[src/rtl/imem_fetch_unit.sv]
// imem_fetch_unit -- pipelined instruction memory for the RV32 fetch stage.
//
// Fetch requests are accepted over a valid/ready handshake; the addressed word
// reaches the response FIFO exactly READ_LAT cycles after acceptance. A program
// load port writes the array at any time (read-before-write on collisions),
// and flush discards every in-flight and queued response.
// Misaligned or out-of-range fetches return a NOP (addi x0,x0,0) with rsp_err.
//
// Optional feature: define IMEM_PARITY_EN to store one even-parity bit per word
// and add the sticky parity_err_o output.
//
// Ports:
//   clk, rst_n            clock (rising edge), asynchronous active-low reset
//   req_valid/ready/addr  fetch request handshake and byte address
//   rsp_valid/ready       response handshake
//   rsp_data/addr/err     instruction word, its byte address, fault flag
//   flush                 drop all in-flight and queued responses
//   ld_we/addr/data       program-load write port (word index)
//   parity_err_o          sticky parity fault (IMEM_PARITY_EN only)

module imem_fetch_unit #(
  parameter int unsigned DEPTH      = 64,
  parameter int unsigned READ_LAT   = 1,
  parameter int unsigned FIFO_DEPTH = 4,
  parameter              INIT_FILE  = "",
  localparam int unsigned AW        = $clog2(DEPTH)
) (
  input  logic          clk,
  input  logic          rst_n,
  input  logic          req_valid,
  output logic          req_ready,
  input  logic [31:0]   req_addr,
  output logic          rsp_valid,
  input  logic          rsp_ready,
  output logic [31:0]   rsp_data,
  output logic [31:0]   rsp_addr,
  output logic          rsp_err,
  input  logic          flush,
  input  logic          ld_we,
  input  logic [AW-1:0] ld_addr,
  input  logic [31:0]   ld_data
`ifdef IMEM_PARITY_EN
  ,
  output logic          parity_err_o
`endif
);

  localparam int unsigned FW  = (FIFO_DEPTH > 1) ? $clog2(FIFO_DEPTH) : 1;
  localparam int unsigned CW  = $clog2(FIFO_DEPTH + 1);
  localparam logic [31:0] NOP = 32'h0000_0013;

  typedef struct packed {
    logic [31:0] data;
    logic [31:0] addr;
    logic        err;
  } rsp_t;

  // Instruction array (not reset)
  logic [31:0] mem [DEPTH];
`ifdef IMEM_PARITY_EN
  logic        par_mem [DEPTH];
`endif

  always_ff @(posedge clk) begin
    if (ld_we) begin
      mem[ld_addr] <= ld_data;
`ifdef IMEM_PARITY_EN
      par_mem[ld_addr] <= ^ld_data;
`endif
    end
  end

  // Request side: stage 0 is the combinational array read at the accept edge,
  // so a same-cycle load write is seen only by later fetches.
  logic          accept;
  logic          addr_fault;
  logic [AW-1:0] word_idx;
  logic [31:0]   rd_word;
  logic          par_bad;
  rsp_t          s0_ent;

  always_comb begin
    word_idx   = req_addr[AW+1:2];
    addr_fault = (req_addr[1:0] != 2'b00) || (|req_addr[31:AW+2]);
    rd_word    = mem[word_idx];
    par_bad    = 1'b0;
`ifdef IMEM_PARITY_EN
    par_bad    = !addr_fault && (^{rd_word, par_mem[word_idx]});
`endif
    s0_ent.data = addr_fault ? NOP : rd_word;
    s0_ent.addr = req_addr;
    s0_ent.err  = addr_fault || par_bad;
  end

  assign accept = req_valid && req_ready;

  // Delay line: READ_LAT-1 registered stages after the stage-0 read.
  logic [READ_LAT-1:0] stg_vld;
  rsp_t                stg_ent [READ_LAT];

  assign stg_vld[0] = accept;
  assign stg_ent[0] = s0_ent;

  for (genvar g = 1; g < READ_LAT; g++) begin : g_stage
    logic vld_q, vld_d;
    rsp_t ent_q, ent_d;

    always_comb begin
      vld_d = stg_vld[g-1] && !flush;
      ent_d = stg_ent[g-1];
    end

    always_ff @(posedge clk or negedge rst_n) begin
      if (!rst_n) begin
        vld_q <= 1'b0;
        ent_q <= '0;
      end else begin
        vld_q <= vld_d;
        ent_q <= ent_d;
      end
    end

    assign stg_vld[g] = vld_q;
    assign stg_ent[g] = ent_q;
  end

  // Occupancy = registered in-flight stages + FIFO entries; gating accepts on
  // it guarantees every in-flight word has a FIFO slot when it arrives.
  logic [CW:0] inflight;
  logic [CW:0] occ;

  always_comb begin
    inflight = '0;
    for (int unsigned i = 1; i < READ_LAT; i++) inflight += (CW+1)'(stg_vld[i]);
  end

  // Response FIFO
  rsp_t          fifo_mem [FIFO_DEPTH];
  logic [FW-1:0] wr_ptr_q, wr_ptr_d;
  logic [FW-1:0] rd_ptr_q, rd_ptr_d;
  logic [CW-1:0] cnt_q, cnt_d;
  logic          push, pop;
  rsp_t          head;

  assign occ       = {1'b0, cnt_q} + inflight;
  assign req_ready = !flush && (occ < (CW+1)'(FIFO_DEPTH));
  assign push      = stg_vld[READ_LAT-1];
  assign rsp_valid = (cnt_q != '0);
  assign pop       = rsp_valid && rsp_ready;

  always_comb begin
    wr_ptr_d = wr_ptr_q;
    rd_ptr_d = rd_ptr_q;
    cnt_d    = cnt_q;
    if (flush) begin
      wr_ptr_d = '0;
      rd_ptr_d = '0;
      cnt_d    = '0;
    end else begin
      if (push) wr_ptr_d = (wr_ptr_q == FW'(FIFO_DEPTH-1)) ? '0 : wr_ptr_q + 1'b1;
      if (pop)  rd_ptr_d = (rd_ptr_q == FW'(FIFO_DEPTH-1)) ? '0 : rd_ptr_q + 1'b1;
      case ({push, pop})
        2'b10:   cnt_d = cnt_q + 1'b1;
        2'b01:   cnt_d = cnt_q - 1'b1;
        default: cnt_d = cnt_q;
      endcase
    end
  end

  always_ff @(posedge clk or negedge rst_n) begin
    if (!rst_n) begin
      wr_ptr_q <= '0;
      rd_ptr_q <= '0;
      cnt_q    <= '0;
    end else begin
      wr_ptr_q <= wr_ptr_d;
      rd_ptr_q <= rd_ptr_d;
      cnt_q    <= cnt_d;
    end
  end

  always_ff @(posedge clk) begin
    if (push && !flush) fifo_mem[wr_ptr_q] <= stg_ent[READ_LAT-1];
  end

  // Outputs forced to zero whenever no response is held
  assign head     = fifo_mem[rd_ptr_q];
  assign rsp_data = rsp_valid ? head.data : '0;
  assign rsp_addr = rsp_valid ? head.addr : '0;
  assign rsp_err  = rsp_valid ? head.err  : 1'b0;

`ifdef IMEM_PARITY_EN
  logic parity_err_q, parity_err_d;

  always_comb begin
    parity_err_d = parity_err_q || (accept && par_bad);
  end

  always_ff @(posedge clk or negedge rst_n) begin
    if (!rst_n) parity_err_q <= 1'b0;
    else        parity_err_q <= parity_err_d;
  end

  assign parity_err_o = parity_err_q;
`endif

endmodule

[config.mk]
export PLATFORM = sky130hd
export DESIGN_NAME = imem_fetch_unit
export DESIGN_NICKNAME = d
export VERILOG_FILES = /design/src/rtl/imem_fetch_unit.sv
export SDC_FILE = /design/constraint.sdc
export NUM_CORES = 2
export LEC_CHECK = 0
export BUFFER_PORTS_ARGS = -buffer_cell sky130_fd_sc_hd__buf_2
export CAP_MARGIN = 5
export CELL_PAD_IN_SITES_DETAIL_PLACEMENT = 1
export CELL_PAD_IN_SITES_GLOBAL_PLACEMENT = 1
export CORE_UTILIZATION = 33
export DETAILED_ROUTE_END_ITERATION = 10
export PLACE_DENSITY = 0.56
export RECOVER_POWER = 100
export SYNTH_ARGS = -nofsm -noshare
export SYNTH_HDL_FRONTEND = slang
export SYNTH_SLANG_ARGS = --single-unit
[constraint.sdc]
create_clock -name clk -period 6.5 [get_ports clk]
set_input_delay 1.3 -clock clk [delete_from_list [all_inputs] [get_ports clk]]
set_output_delay 1.3 -clock clk [all_outputs]
set_load 0.02 [all_outputs]
=== Word level (Yosys, flattened, before mapping) ===
Memories as Yosys holds them, arrays and structs flattened.
Index checks and enable logic that the tools add are counted.

* Bits in registers: 7
* Bits in writable memories: 2308
* Bits of input ports: 76
* Output and inout bits: 67
* Logic and storage cells: 42
* Memories kept: 2

* Add/subtract/negate cells: 4
* Magnitude comparators: 1
* Eq/ne operators: 4
* Muxes and demuxes: 16
* Reductions and logical operators: 12

{| class="wikitable"
|+ Memories
! memory !! depth !! width !! rd ports !! clocked after Yosys merged registers in !! wr ports !! RTL line !! text
|-
| mem || 64 || 32 || 1 || 0 || 1 || 59 || <nowiki>logic [31:0] mem [DEPTH];</nowiki>
|-
| fifo_mem || 4 || 65 || 1 || 0 || 1 || 138 || <nowiki>rsp_t fifo_mem [FIFO_DEPTH];</nowiki>
|}

{| class="wikitable"
|+ Operator list
! cell !! count
|-
| $mux 32 || 3
|-
| $reduce_or 24->1 || 1
|-
| $mux 2 || 6
|-
| $eq 2x2->1 const B || 3
|-
| $pmux 3 s2 || 1
|-
| $reduce_bool 2->1 || 3
|-
| $reduce_bool 3->1 || 2
|-
| $mux 1 || 5
|-
| $add 2x1->2 const B || 2
|-
| $logic_and 1x1->1 || 4
|-
| $add 3x1->3 const B || 1
|-
| $lt 3x3->1 const B || 1
|-
| $mux 3 || 1
|-
| $sub 3x1->3 const B || 1
|-
| $eq 2x1->1 const B || 1
|-
| $logic_not 1->1 || 1
|-
| $logic_or 1x1->1 || 1
|}

=== Depth between registers and ports, before layout ===
* Word-level depth: 6
* Mapped depth: 11
* Mapped depth without buffers: 7

=== Worst setup path before layout ===
Ideal clock, no wire load.

* Kind: input port to flip-flop
* From: input req_valid
* To: memory fifo_mem[0][0] (netlist bit), enable pin
* Setup time: 0.430 ns
* Data arrival time: 3.548 ns
* Required time: 6.070 ns
* Slack: 2.522 ns
* Stages: 4
* Buffers on the path: 1
* Path through: nor2b_1 -> nor2b_1 -> clkbuf_1 -> and2_1

* Word-level cells in the longest chain between the ends: 4

{| class="wikitable"
|+ Ends and longest elaborated chain
! item !! RTL line !! text
|-
| start, declared || 30 || <nowiki>input logic req_valid,</nowiki>
|-
| $logic_and 1x1->1 || 95 || <nowiki>assign accept = req_valid && req_ready;</nowiki>
|-
| $logic_and 1x1->1 || 183 || <nowiki>if (push && !flush) fifo_mem[wr_ptr_q] <= stg_ent[READ_LAT-1];</nowiki>
|-
| $mux 1 || 183 ||
|-
| $mux 1 (implied by the code) || 183 ||
|-
| end, declared || 138 ||
|}

No other way between the ends.

==> results.tsv <==
metric	value	unit
Sum Neg Setup Slack	0	ns
post-synthesis adder-cell area fraction	0.000930	
clock tree buffer depth	3	
peak supply drop	0.000294	V
vias in the first global route	44200	
largest family of logic cells by synthesized area	multiplexers	
compound-cell area share of the yosys netlist	0.0152	
worst slew pin tran	4.34	ns
fmax	0.176	GHz
DR WL/cell	32.7	µm
Horiz. Die Dim	521	µm
core area	0.268	mm²
Combinational Power Share	0.063	
Lkg Pwr	30.9	nW
Clock Power Share	0.406	
Cell Area, Synth	0.0888	mm²
Worst path slowest cell	clkbuf_1	
Die Area	0.271	mm²
Internal	24.4	mW
most common cell in the netlist	edfxtp_1	
Final nets	4270	
H-tree depth	4	
Die H	521	µm
min Tclk post-route	5.68	ns
switching share of power	0.223	
Synth cell types	60	
ys async rst share	0.00302	
RSZ-0062 raised after global routing	false	
Worst Setup Start Kind	primary input	
#FFs+latches synth	2315	
placer's final routability congestion estimate	0.771	
critical path type	primary input to register	
clock root cell	clkbuf_16	
mux cell area share after synthesis	0.167	
Initial Util	0.332	
failing checks	max-capacitance violations, max-slew violations	
CTS clk-pin slew, worst paths	0.06	ns
Final Util	0.378	
fin crit share	0.874	
post-route ant nets	0	
cell count along the critical path	8	
CP bufs+invs	4	
# port buffers	142	
Syn Area/Cell	23.1	µm²
critical path peak fanout	22	
simple-gate share of the synthesized area	0.0209	
slew margin rel.	-1.89	
Reg2Reg Setup Slack	1.26	ns
Clock Skew	0.0364	ns
drt first pass iters	5	
final wirelength	259	mm
pwr dens	311	mW/mm²
post_cts resized	0	
fin. max-slew vios	4113	
num ports	143	
Post-CTS Hold Fix Bufs	0	
Yosys warning count	0	
xor-xnor portion of the synthesized cell area	0.0000986	
via count	42900	
Hold Crit Class	primary input to async pin	
worst skew pair latency	0.87	ns
WP data required	6.90	ns
max_cap viols	130	
end of the critical path	fifo_mem[1][37]$_DFFE_PP_	
Reg power frac	0.531	
largest net degree at the start of global routing	85	
CTS tree	done	
Hold Fails Final Rpt	0	
Post-CTS Setup Bufs	0	
r2r worst-path depth	4	
DP HPWL	149	mm
CP Cell Sequence	clkbuf_1 > inv_4 > buf_4 > nor2_1 > clkbuf_1 > a32oi_1 > nand3_1 > o211ai_1	
final hold slack	0.356	ns
Area contributors post-synth	edfxtp_1 78%, mux4_2 15%, mux2i_1 1.2%	
TritonCTS Buffers	230	
sequential area share after synthesis	0.782	
total grt overflow	0	
Area Growth Syn to Fin	13.8	%
first-pass GRT wire length	359	mm
initial antenna violation count	28	
synth cell count leaders	2308 x edfxtp_1, 606 x mux4_2, 118 x nand2_1	
CP top delay family	buffers and inverters	
# rows	190	
PnR worst setup slack	0.817	ns
status	finished with violations	
Iteration-0 DRC Markers	4685	
max incr delay on CP	1.31	ns
Post-synth EDFFs	2308	
vias per cell	5.40	
syn nets	3928	
Cells after Synth	3846	
CP most frequent cell	clkbuf_1	
Tot GR Track Use	0.190	
R2R Path End	fifo_mem[0][58]$_DFFE_PP_	
ys flop type	edfxtp_1	
switching power	7.00	mW
final setup fails	0	
total chip power	31.4	mW
Worst setup EP type	register	
RR Startpoint	cnt_q[2]$_DFFE_PN0P_	
CTS sink count	2315	
Worst Path Arrival	6.08	ns
crit path from	req_addr[5]	
Yosys top cell by area	edfxtp_1	
# DRC	0	
layout cells sized above 1	0.244	
share of the synthesized area in the top cell type	0.780	
Post-Place Setup Slack	1.27	ns
## metal layers
layer / vias up / wire length [µm] / track usage
met5: - / 89 / 0
met4: 14 / 4250 / 0.0366
met3: 302 / 18900 / 0.0366
met2: 1469 / 123000 / 0.303
met1: 24000 / 113000 / 0.272
li1: 17100 / - / -
## final cells by class
type	instances	area, µm²
well taps	3552	4440
inverters	8	36.3
diodes	11	27.5
multi-input cells	1319	18300
repair buffers	314	1740
flip-flops and latches	2315	69500
fillers	25600	167000
clock inverters	125	971
clock buffers	291	6110
## stage by stage
| stage | area [µm²] | cells |
|---|---|---|
| 2_1_floorplan | 88800 | 3846 |
| 5_1_grt | 101000 | 7929 |
| 6_report | 101000 | 7935 |
| 3_3_place_gp | 94800 | 7507 |
| 3_5_place_dp | 94800 | 7507 |
| 4_1_cts | 102000 | 7923 |
## kinds of logic after synthesis
kind of cell | after synthesis
flip-flops | 2315
multiplexers | 724
AND/OR/NAND/NOR | 393
buffers and inverters | 212
AO/OA/AOI/OAI | 195
adder cells (fa/ha/maj) | 6
XOR/XNOR | 1
## power by group through the flow
stage	Sequential, mW	Combinational, mW	Clock, mW
floorplan	16.9	1.16	0
global placement	17.0	2.02	0
detailed placement	17.0	2.05	0
CTS	16.7	2.05	13.0
global route	16.7	2.11	13.5
finish	16.7	1.98	12.7
## placed cells by master, fill, tap and decap left out, types with 26 or more instances in the layout
cell type | Yosys | routed
and2_1 | 70 | 28
nor2_1 | 108 | 93
edfxtp_1 | 2308 | 2308
a21oi_1 | 31 | 31
clkinv_1 | 1 | 66
and2_0 | 0 | 42
clkbuf_16 | 0 | 236
buf_2 | 73 | 57
buf_4 | 34 | 57
o21ai_0 | 25 | 26
nand2_1 | 118 | 118
mux4_2 | 606 | 606
mux2i_1 | 109 | 109
clkbuf_1 | 64 | 237
clkinv_2 | 0 | 34
nand3_1 | 26 | 26
## flip-flops by register name, indices dropped and copies added (netlist names)
name / flops
mem: 2048
fifo_mem: 260
cnt_q: 3
rd_ptr_q: 2
wr_ptr_q: 2
## worst min-delay path by stage
stage	slack, ns	cells after the start	startpoint	end
2_1_floorplan	0.56	2	wr_ptr_q[0]$_DFFE_PN0P_	wr_ptr_q[0]$_DFFE_PN0P_
3_3_place_gp	0.60	2	wr_ptr_q[0]$_DFFE_PN0P_	wr_ptr_q[0]$_DFFE_PN0P_
3_5_place_dp	0.63	2	wr_ptr_q[0]$_DFFE_PN0P_	wr_ptr_q[0]$_DFFE_PN0P_
6_report	0.36	1	rst_n	wr_ptr_q[1]$_DFFE_PN0P_
4_1_cts	0.21	1	rst_n	cnt_q[0]$_DFFE_PN0P_
5_1_grt	0.36	1	rst_n	wr_ptr_q[1]$_DFFE_PN0P_
Note: power is estimated with default switching activity, not from simulation.
